--- src/rtl/pairing_result_streamer.sv ---
// Reads N_WORDS result words from the pairing core and streams them as OUT_W-bit beats (LSB beat first).
// Optional CRC-32 trailer beat when RESULT_STREAM_CRC_EN is defined.
module pairing_result_streamer #(
    parameter int WORD_W  = 512,
    parameter int OUT_W   = 32,
    parameter int N_WORDS = 12,
    parameter int ADDR_W  = 8,
    parameter int RD_LAT  = 2
) (
    input  logic              clk,
    input  logic              CPU_RESET,
    input  logic              start,
    output logic [ADDR_W-1:0] extout_addr,
    input  logic [WORD_W-1:0] extout_data,
    output logic [OUT_W-1:0]  m_data,
    output logic              m_valid,
    output logic              m_last,
    input  logic              m_ready,
    output logic              busy,
    output logic              done
);
    localparam int BEATS = WORD_W / OUT_W;
    localparam int BW    = (BEATS > 1) ? $clog2(BEATS) : 1;
    localparam int LW    = (RD_LAT > 1) ? $clog2(RD_LAT) : 1;
    localparam logic [BW-1:0]     LAST_BEAT = BW'(BEATS - 1);
    localparam logic [ADDR_W-1:0] LAST_WORD = ADDR_W'(N_WORDS - 1);

    if (WORD_W % OUT_W != 0) begin : g_bad_width
        $error("WORD_W must be a multiple of OUT_W");
    end
    if (RD_LAT < 1) begin : g_bad_lat
        $error("RD_LAT must be at least 1");
    end
    if (N_WORDS < 1 || N_WORDS > 2**ADDR_W) begin : g_bad_words
        $error("N_WORDS must be in 1..2**ADDR_W");
    end

`ifdef RESULT_STREAM_CRC_EN
    if (OUT_W != 32) begin : g_bad_crc_width
        $error("CRC trailer requires OUT_W == 32");
    end

    typedef enum logic [2:0] {S_IDLE, S_ADDR, S_WAIT, S_SHIFT, S_CRC, S_FIN} state_t;

    logic [31:0] crc;

    function automatic logic [31:0] crc_next(input logic [31:0] c, input logic [31:0] d);
        logic [31:0] r;
        r = c;
        for (int unsigned i = 0; i < 32; i++) begin
            if (r[31] ^ d[31 - i]) r = {r[30:0], 1'b0} ^ 32'h04C1_1DB7;
            else                   r = {r[30:0], 1'b0};
        end
        return r;
    endfunction
`else
    typedef enum logic [2:0] {S_IDLE, S_ADDR, S_WAIT, S_SHIFT, S_FIN} state_t;
`endif

    state_t            state, state_nxt;
    logic [LW-1:0]     wait_cnt;
    logic [BW-1:0]     beat_idx;
    logic [WORD_W-1:0] shreg;
    logic              word_end, last_word;

    assign word_end  = (beat_idx == LAST_BEAT);
    assign last_word = (extout_addr == LAST_WORD);

    always_ff @(posedge clk) begin
        if (CPU_RESET) state <= S_IDLE;
        else           state <= state_nxt;
    end

    always_comb begin
        state_nxt = state;
        m_valid   = 1'b0;
        m_last    = 1'b0;
        m_data    = '0;
        busy      = 1'b1;
        done      = 1'b0;
        case (state)
            S_IDLE: begin
                busy = 1'b0;
                if (start) state_nxt = S_ADDR;
            end
            S_ADDR: state_nxt = S_WAIT;
            S_WAIT: if (wait_cnt == '0) state_nxt = S_SHIFT;
            S_SHIFT: begin
                m_valid = 1'b1;
                m_data  = shreg[OUT_W-1:0];
`ifdef RESULT_STREAM_CRC_EN
                if (m_ready && word_end) state_nxt = last_word ? S_CRC : S_ADDR;
`else
                m_last = word_end && last_word;
                if (m_ready && word_end) state_nxt = last_word ? S_FIN : S_ADDR;
`endif
            end
`ifdef RESULT_STREAM_CRC_EN
            S_CRC: begin
                m_valid = 1'b1;
                m_last  = 1'b1;
                m_data  = ~crc;
                if (m_ready) state_nxt = S_FIN;
            end
`endif
            S_FIN: begin
                busy      = 1'b0;
                done      = 1'b1;
                state_nxt = S_IDLE;
            end
            default: state_nxt = S_IDLE;
        endcase
    end

    // extout_addr doubles as the word index, so it stays put from ADDR through capture
    always_ff @(posedge clk) begin
        if (CPU_RESET) begin
            extout_addr <= '0;
            wait_cnt    <= '0;
            beat_idx    <= '0;
            shreg       <= '0;
`ifdef RESULT_STREAM_CRC_EN
            crc         <= '1;
`endif
        end else begin
            case (state)
                S_IDLE: begin
                    if (start) begin
                        extout_addr <= '0;
`ifdef RESULT_STREAM_CRC_EN
                        crc         <= '1;
`endif
                    end
                end
                S_ADDR: begin
                    wait_cnt <= LW'(RD_LAT - 1);
                    beat_idx <= '0;
                end
                S_WAIT: begin
                    if (wait_cnt == '0) shreg    <= extout_data;
                    else                wait_cnt <= wait_cnt - 1'b1;
                end
                S_SHIFT: begin
                    if (m_ready) begin
                        shreg    <= shreg >> OUT_W;
                        beat_idx <= beat_idx + 1'b1;
`ifdef RESULT_STREAM_CRC_EN
                        crc      <= crc_next(crc, shreg[OUT_W-1:0]);
`endif
                        if (word_end && !last_word) extout_addr <= extout_addr + 1'b1;
                    end
                end
                default: ;
            endcase
        end
    end
endmodule

--- config.mk ---
export PLATFORM = sky130hd
export DESIGN_NAME = pairing_result_streamer
export DESIGN_NICKNAME = d
export VERILOG_FILES = /design/src/rtl/pairing_result_streamer.sv
export SDC_FILE = /design/constraint.sdc
export NUM_CORES = 1
export LEC_CHECK = 0
export ABC_CLOCK_PERIOD_IN_PS = 1900
export CORE_MARGIN = 5
export CORE_UTILIZATION = 35
export DETAILED_ROUTE_END_ITERATION = 16
export GPL_ROUTABILITY_DRIVEN = 0
export PLACE_DENSITY = 0.57
export SLEW_MARGIN = 20
export SYNTH_ARGS = -nofsm -noshare
export SYNTH_HDL_FRONTEND = slang
export SYNTH_SLANG_ARGS = --single-unit
--- constraint.sdc ---
create_clock -name clk -period 1.9 [get_ports clk]
set_input_delay 0.38 -clock clk [delete_from_list [all_inputs] [get_ports clk]]
set_output_delay 0.38 -clock clk [all_outputs]
set_load 0.005 [all_outputs]
==> impl_metrics.yaml, run 1 <==
power:
  leakagePower_nw: 16.2
  power.density_mw_per_mm2: 1390
  peakVddDrop_uv: 862
  power_frac_seq: 0.298
  intPower_mw: 37.8
  switchingPower_mw: 22.1
  comb_power_share: 0.500
  p_sw_frac: 0.369
  power_frac_clock: 0.202
global_routing:
  grt_max_degree: 103
  grt_pass1_vias: 25100
  grtUsageTotal: 0.269
  grt_pass1_wl_um: 149000
  antenna_found_initial: 22
  grt_overflow: 0
setup_path:
  crit_slowest_cell: "or4_4"
  critPathLaunch: "extout_addr[7]$_SDFFE_PP0P_"
  reg2reg_depth: 14
  path_depth: 4
  crit_path_end: "m_last"
  crit_path_max_incr_delay_ps: 530
  critPathBufInv: 1
  r2r_setup_slack_ps: -500
  crit_fanout: 2
  r2r_end: "shreg[13]$_SDFFE_PP0P_"
  path_delay_family: "simple AND/OR/NAND/NOR gates"
  crit_chain: "or4_4 -> or3_4 -> nor3_4 -> buf_2"
  cp-start-kind: "flip-flop"
  critPathRequiredTime_ps: 1520
  cp.arrival_ps: 2100
  path_class: "flip-flop to primary output"
  crit_path_end_kind: "primary output"
  r2r-start: "state[1]$_SDFFE_PP0P_"
timing:
  setup_violations: 523
  hold_violations: 0
  fin_ws_ps: -578
  holdWs_ps: 152
  maxSlewViolCount: 0
  grt_setup_unrepaired: "true"
  slew_headroom: 0.542
  layout_min_cycle_time_ps: 2480
  min_period_over_period: 1.30
  skew_ps: 23.3
  fmax_ghz: 0.404
  finalSetupTns_ps: -192010
  worst_pin_slew_ps: 687
run_status:
  violations: "setup timing"
  status: "finished with violations"
logic_synthesis:
  synth_area_leaders: "dfxtp_1 (47%), a311oi_1 (19%), nand2_1 (16%)"
  async_reset_ff_frac: 0
  synth_cells: 2920
  ys_seq_area_frac: 0.467
  syn-cell-area_mm2: 0.0227
  synth_nets: 3438
  ys_ff_latch: 528
  synth_top_area_share: 0.467
  yosysTopAreaCell: "dfxtp_1"
  synth_cell_types: 48
  yosys_warnings: 0
  syn_area_per_cell_um2: 7.76
  synth_edf_count: 0
  synth_flop_cell: "dfxtp_1"
drt:
  vias: 26700
  drc: 0
  finalWirelength_um: 116000
  drtIter0Drc: 2236
  vias_per_cell: 5.80
  wire_per_inst_um: 25.2
  drt_pass1_iterations: 7
  ant_nets: 0
finish:
  nets: 4204
  mostFrequentLayoutCells: "nand2_1 (916), dfxtp_1 (525), clkdlybuf4s50_1 (514)"
  finish.utilization: 0.669
  area_growth_pct: 89.6
  final_layout_size_suffix_gt1_frac: 0.369
  final_area_mm2: 0.0430
  final_common_cell: "nand2_1"
place:
  dpl.hpwl_um: 64900
  placed_area_mm2: 0.0297
  io_buffers: 559
  pre_cts_ws_ps: -585
worst_hold_path:
  min-delay-path-class: "primary input to flip-flop"
clock_tree:
  clk_pin_slew_ps: 70
  cts_max_level: 2
  cts_tree: "done"
  clock_sinks: 528
  clock_latency_ps: 620
  cts_hold_buf: 0
  clock_path_buffers: 3
  cts_buffers: 57
  cts_root_buf: "clkbuf_16"
floorplanning:
  dieArea_mm2: 0.0699
  ioPinCount: 560
  core_mm2: 0.0642
  initial_core_util: 0.353
  fp-row-count: 93
  die_w_um: 264
  die-height_um: 264
run:
  cap_violations: 0
-- cell usage after synthesis (2+ instances only) --
| cell | instances |
|---|---|
| a211oi_1 | 5 |
| o21bai_1 | 2 |
| and3_1 | 35 |
| xor2_1 | 2 |
| buf_4 | 8 |
| nand2_1 | 967 |
| nand3_1 | 3 |
| dfxtp_1 | 528 |
| inv_1 | 2 |
| buf_2 | 160 |
| buf_6 | 2 |
| o21ai_0 | 3 |
| nor2b_1 | 2 |
| nand4_1 | 2 |
| a311oi_1 | 482 |
| buf_1 | 10 |
| a21oi_1 | 9 |
| a22oi_1 | 32 |
| or3_1 | 2 |
| nor2_1 | 521 |
| clkbuf_1 | 110 |
| o21a_1 | 4 |
| ha_1 | 2 |
| nand3b_1 | 2 |
| a41oi_1 | 2 |
-- power groups by stage --
stage          Sequential [mW]  Combinational (mW)  Clock (mW)
6_report                  17.9                29.9        12.1
2_1_floorplan             15.9                8.94           0
3_5_place_dp              16.8                13.2           0
4_1_cts                   16.8                21.2        12.1
5_1_grt                   18.0                31.4        12.6
3_3_place_gp              16.7                12.8           0
-- worst min-delay path by stage --
stage	start	endpoint	slack, ps	depth (start not counted)
final	CPU_RESET	shreg[275]$_SDFFE_PP0P_	150	2
after global routing	CPU_RESET	shreg[275]$_SDFFE_PP0P_	160	2
after CTS	CPU_RESET	wait_cnt$_SDFFE_PP0P_	100	2
after detailed placement	shreg[428]$_SDFFE_PP0P_	shreg[396]$_SDFFE_PP0P_	470	2
after global placement	shreg[88]$_SDFFE_PP0P_	shreg[56]$_SDFFE_PP0P_	460	2
after floorplan	shreg[32]$_SDFFE_PP0P_	shreg[0]$_SDFFE_PP0P_	460	2
-- metrics by stage --
stage	power [mW]	cells
2_1_floorplan	24.9	2920
3_3_place_gp	29.6	4177
3_5_place_dp	30.0	4177
4_1_cts	50.1	4446
5_1_grt	62.1	4595
6_report	59.9	4600
-- cells by family after synthesis --
logic type | share of synthesized area
buffers and inverters | 0.0594
and+or+nand+nor | 0.264
adders and majority gates | 0.00110
muxes | 0.000442
AOI/OAI and AO/OA | 0.207
DFF | 0.467
xor gates and xnor gates | 0.00116
-- sequential cells by signal, indices dropped and copies added (netlist names) --
register	flops
wait_cnt	1
shreg	512
extout_addr	8
beat_idx	4
state	3
-- layer usage --
| metal | vias to the layer above | global-route usage | share of wire | routed length (um) |
|---|---|---|---|---|
| li1 | 11900 | - | - | - |
| met1 | 13100 | 0.320 | 0.37 | 43100 |
| met2 | 1312 | 0.457 | 0.50 | 57600 |
| met3 | 367 | 0.0604 | 0.074 | 8550 |
| met4 | 22 | 0.136 | 0.057 | 6630 |
| met5 | - | 0 | 0.0014 | 163 |
-- what timing repair did --
item | 4_1_cts | 5_1_grt
pin swaps | 110 | 385
cloned | 91 | 85
buffers inserted | 73 | 110
setup endpoints to repair | 235 | 556
gates resized for setup | 539 | 1070
-- final cells by class --
| class | instances | area, um^2 |
|---|---|---|
| multi-input combinational | 2099 | 15400 |
| fill | 4678 | 21300 |
| inverter | 3 | 23.8 |
| antenna | 10 | 25.0 |
| clock inverter | 29 | 337 |
| clock buffer | 79 | 1680 |
| tap | 855 | 1070 |
| timing repair buffer | 997 | 13900 |
| sequential | 528 | 10600 |
Power figures use the tool's default switching activity.
==> run 2, diff against run 1 <==
CTS_BUF_LIST = sky130_fd_sc_hd__clkbuf_8   (was unset)
MAX_ROUTING_LAYER = met4   (was unset)
==> impl_metrics.yaml, run 2 (synthesis results as in run 1) <==
floorplanning:
  initial_core_util: 0.353
  dieArea_mm2: 0.0699
  die-height_um: 264
  die_w_um: 264
  ioPinCount: 560
  core_mm2: 0.0642
  fp-row-count: 93
setup_path:
  path_depth: 4
  cp-start-kind: "flip-flop"
  path_delay_family: "simple AND/OR/NAND/NOR gates"
  crit_path_max_incr_delay_ps: 530
  cp.arrival_ps: 2180
  path_class: "flip-flop to primary output"
  critPathRequiredTime_ps: 1520
  critPathBufInv: 1
  crit_chain: "or4_4 -> or3_4 -> nor3_4 -> buf_2"
  crit_slowest_cell: "or4_4"
  crit_fanout: 2
  crit_path_end_kind: "primary output"
  reg2reg_depth: 14
worst_hold_path:
  min-delay-path-class: "primary input to flip-flop"
  min_path_cells: 3
timing:
  finalSetupTns_ps: -195230
  hold_violations: 0
  slew_headroom: 0.580
  layout_min_cycle_time_ps: 2560
  skew_ps: 29.9
  grt_setup_unrepaired: "true"
  maxSlewViolCount: 0
  holdWs_ps: 261
  setup_violations: 555
  worst_pin_slew_ps: 630
  min_period_over_period: 1.35
  fmax_ghz: 0.390
  fin_ws_ps: -664
finish:
  fin_cells: 4614
  finish.utilization: 0.613
  area_growth_pct: 73.9
  regMostFlops: "shreg"
  final_common_cell: "nand2_1"
  final_area_mm2: 0.0394
  nets: 4177
  reg.largest.list: "shreg x512, extout_addr x8, beat_idx x4"
  largest_reg_flops: 512
  mostFrequentLayoutCells: "nand2_1 (965), dfxtp_1 (524), clkdlybuf4s50_1 (514)"
  final_layout_size_suffix_gt1_frac: 0.281
drt:
  vias_per_cell: 5.58
  drc: 0
  wire_per_inst_um: 23.4
  drtIter0Drc: 2284
  drt_pass1_iterations: 7
  ant_nets: 0
  finalWirelength_um: 108000
  vias: 25800
clock_tree:
  cts_max_level: 3
  cts_tree: "done"
  cts_root_buf: "clkbuf_8"
  clock_latency_ps: 700
  clock_path_buffers: 3
  clock_sinks: 528
  clk_pin_slew_ps: 60
  cts_buffers: 93
power:
  fin_total_pwr_mw: 53.5
  leakagePower_nw: 14.8
  peakVddDrop_uv: 641
  power.density_mw_per_mm2: 1360
global_routing:
  grtUsageTotal: 0.270
  grt_pass1_wl_um: 145000
  grt_overflow: 0
  grt_pass1_vias: 25000
  grt_max_degree: 103
  antenna_found_initial: 25
place:
  placed_area_mm2: 0.0297
  dp.cells: 4177
  pre_cts_ws_ps: -585
  io_buffers: 559
  dpl.hpwl_um: 64900
run_status:
  violations: "setup timing"
  status: "finished with violations"
run:
  cap_violations: 0
run 2: cell count changes in the layout (fill, tap and decap cells not counted), sizes merged:
cell         change
bufinv           -7
clkinv          -12
bufbuf           -2
dlygate4sd3      +1
clkinvlp         -3
inv             +43
o21a             +1
buf             -49
clkbuf          +22
diode           +20
run 2: layout make-up:
type                            count  area [um^2]
Tap cell                          855         1070
Fill cell                        5326        24800
Multi-Input combinational cell   2100        13700
Timing Repair Buffer              933        12200
Sequential cell                   528        10600
Clock inverter                     50          228
Antenna cell                       30         75.1
Clock buffer                      115         1580
Inverter                            3         18.8
run 2: power by group:
group	internal (mW)	total, mW	leakage, nW	switching (mW)
Combinational	13.6	25.7	9.38	12.0
Sequential	14.5	17.3	4.33	2.83
Clock	5.45	10.4	1.08	4.99
Total	33.6	53.5	14.8	19.9
run 2: what timing repair did:
item	4_1_cts	5_1_grt
gates cloned	72	61
hold buffers	1	0
buffers inserted	68	80
resized for setup	457	624
setup endpoints to repair	256	558
endpoints found under the hold margin	1	0
pin swaps	104	274
run 2: worst paths after layout:
path / slack, ps / startpoint / to
max: -660 / extout_addr[5]$_SDFFE_PP0P_ / m_last
max reg2reg: -490 / state[1]$_SDFFE_PP0P_ / shreg[242]$_SDFFE_PP0P_
min reg2reg: 470 / shreg[366]$_SDFFE_PP0P_ / shreg[334]$_SDFFE_PP0P_
min: 260 / extout_data[267] / shreg[267]$_SDFFE_PP0P_
run 2: metal layers:
layer | global-route usage | part of all wire | vias to the layer above
li1 | - | - | 11800
met1 | 0.310 | 0.38 | 12600
met2 | 0.447 | 0.50 | 1096
met3 | 0.0640 | 0.071 | 274
met4 | 0.128 | 0.047 | 0
met5 | - | 0 | -
run 2: worst register-to-register path, stage by stage, from the launching register on:
cell      delay, ps
dfxtp_2         320
nor2b_4         160
buf_12          140
buf_16          120
buf_8           120
buf_6           110
buf_6           120
o21a_4          150
buf_12          140
buf_12          120
buf_16          150
buf_8           150
buf_12          120
buf_16          140
a311oi_1        240
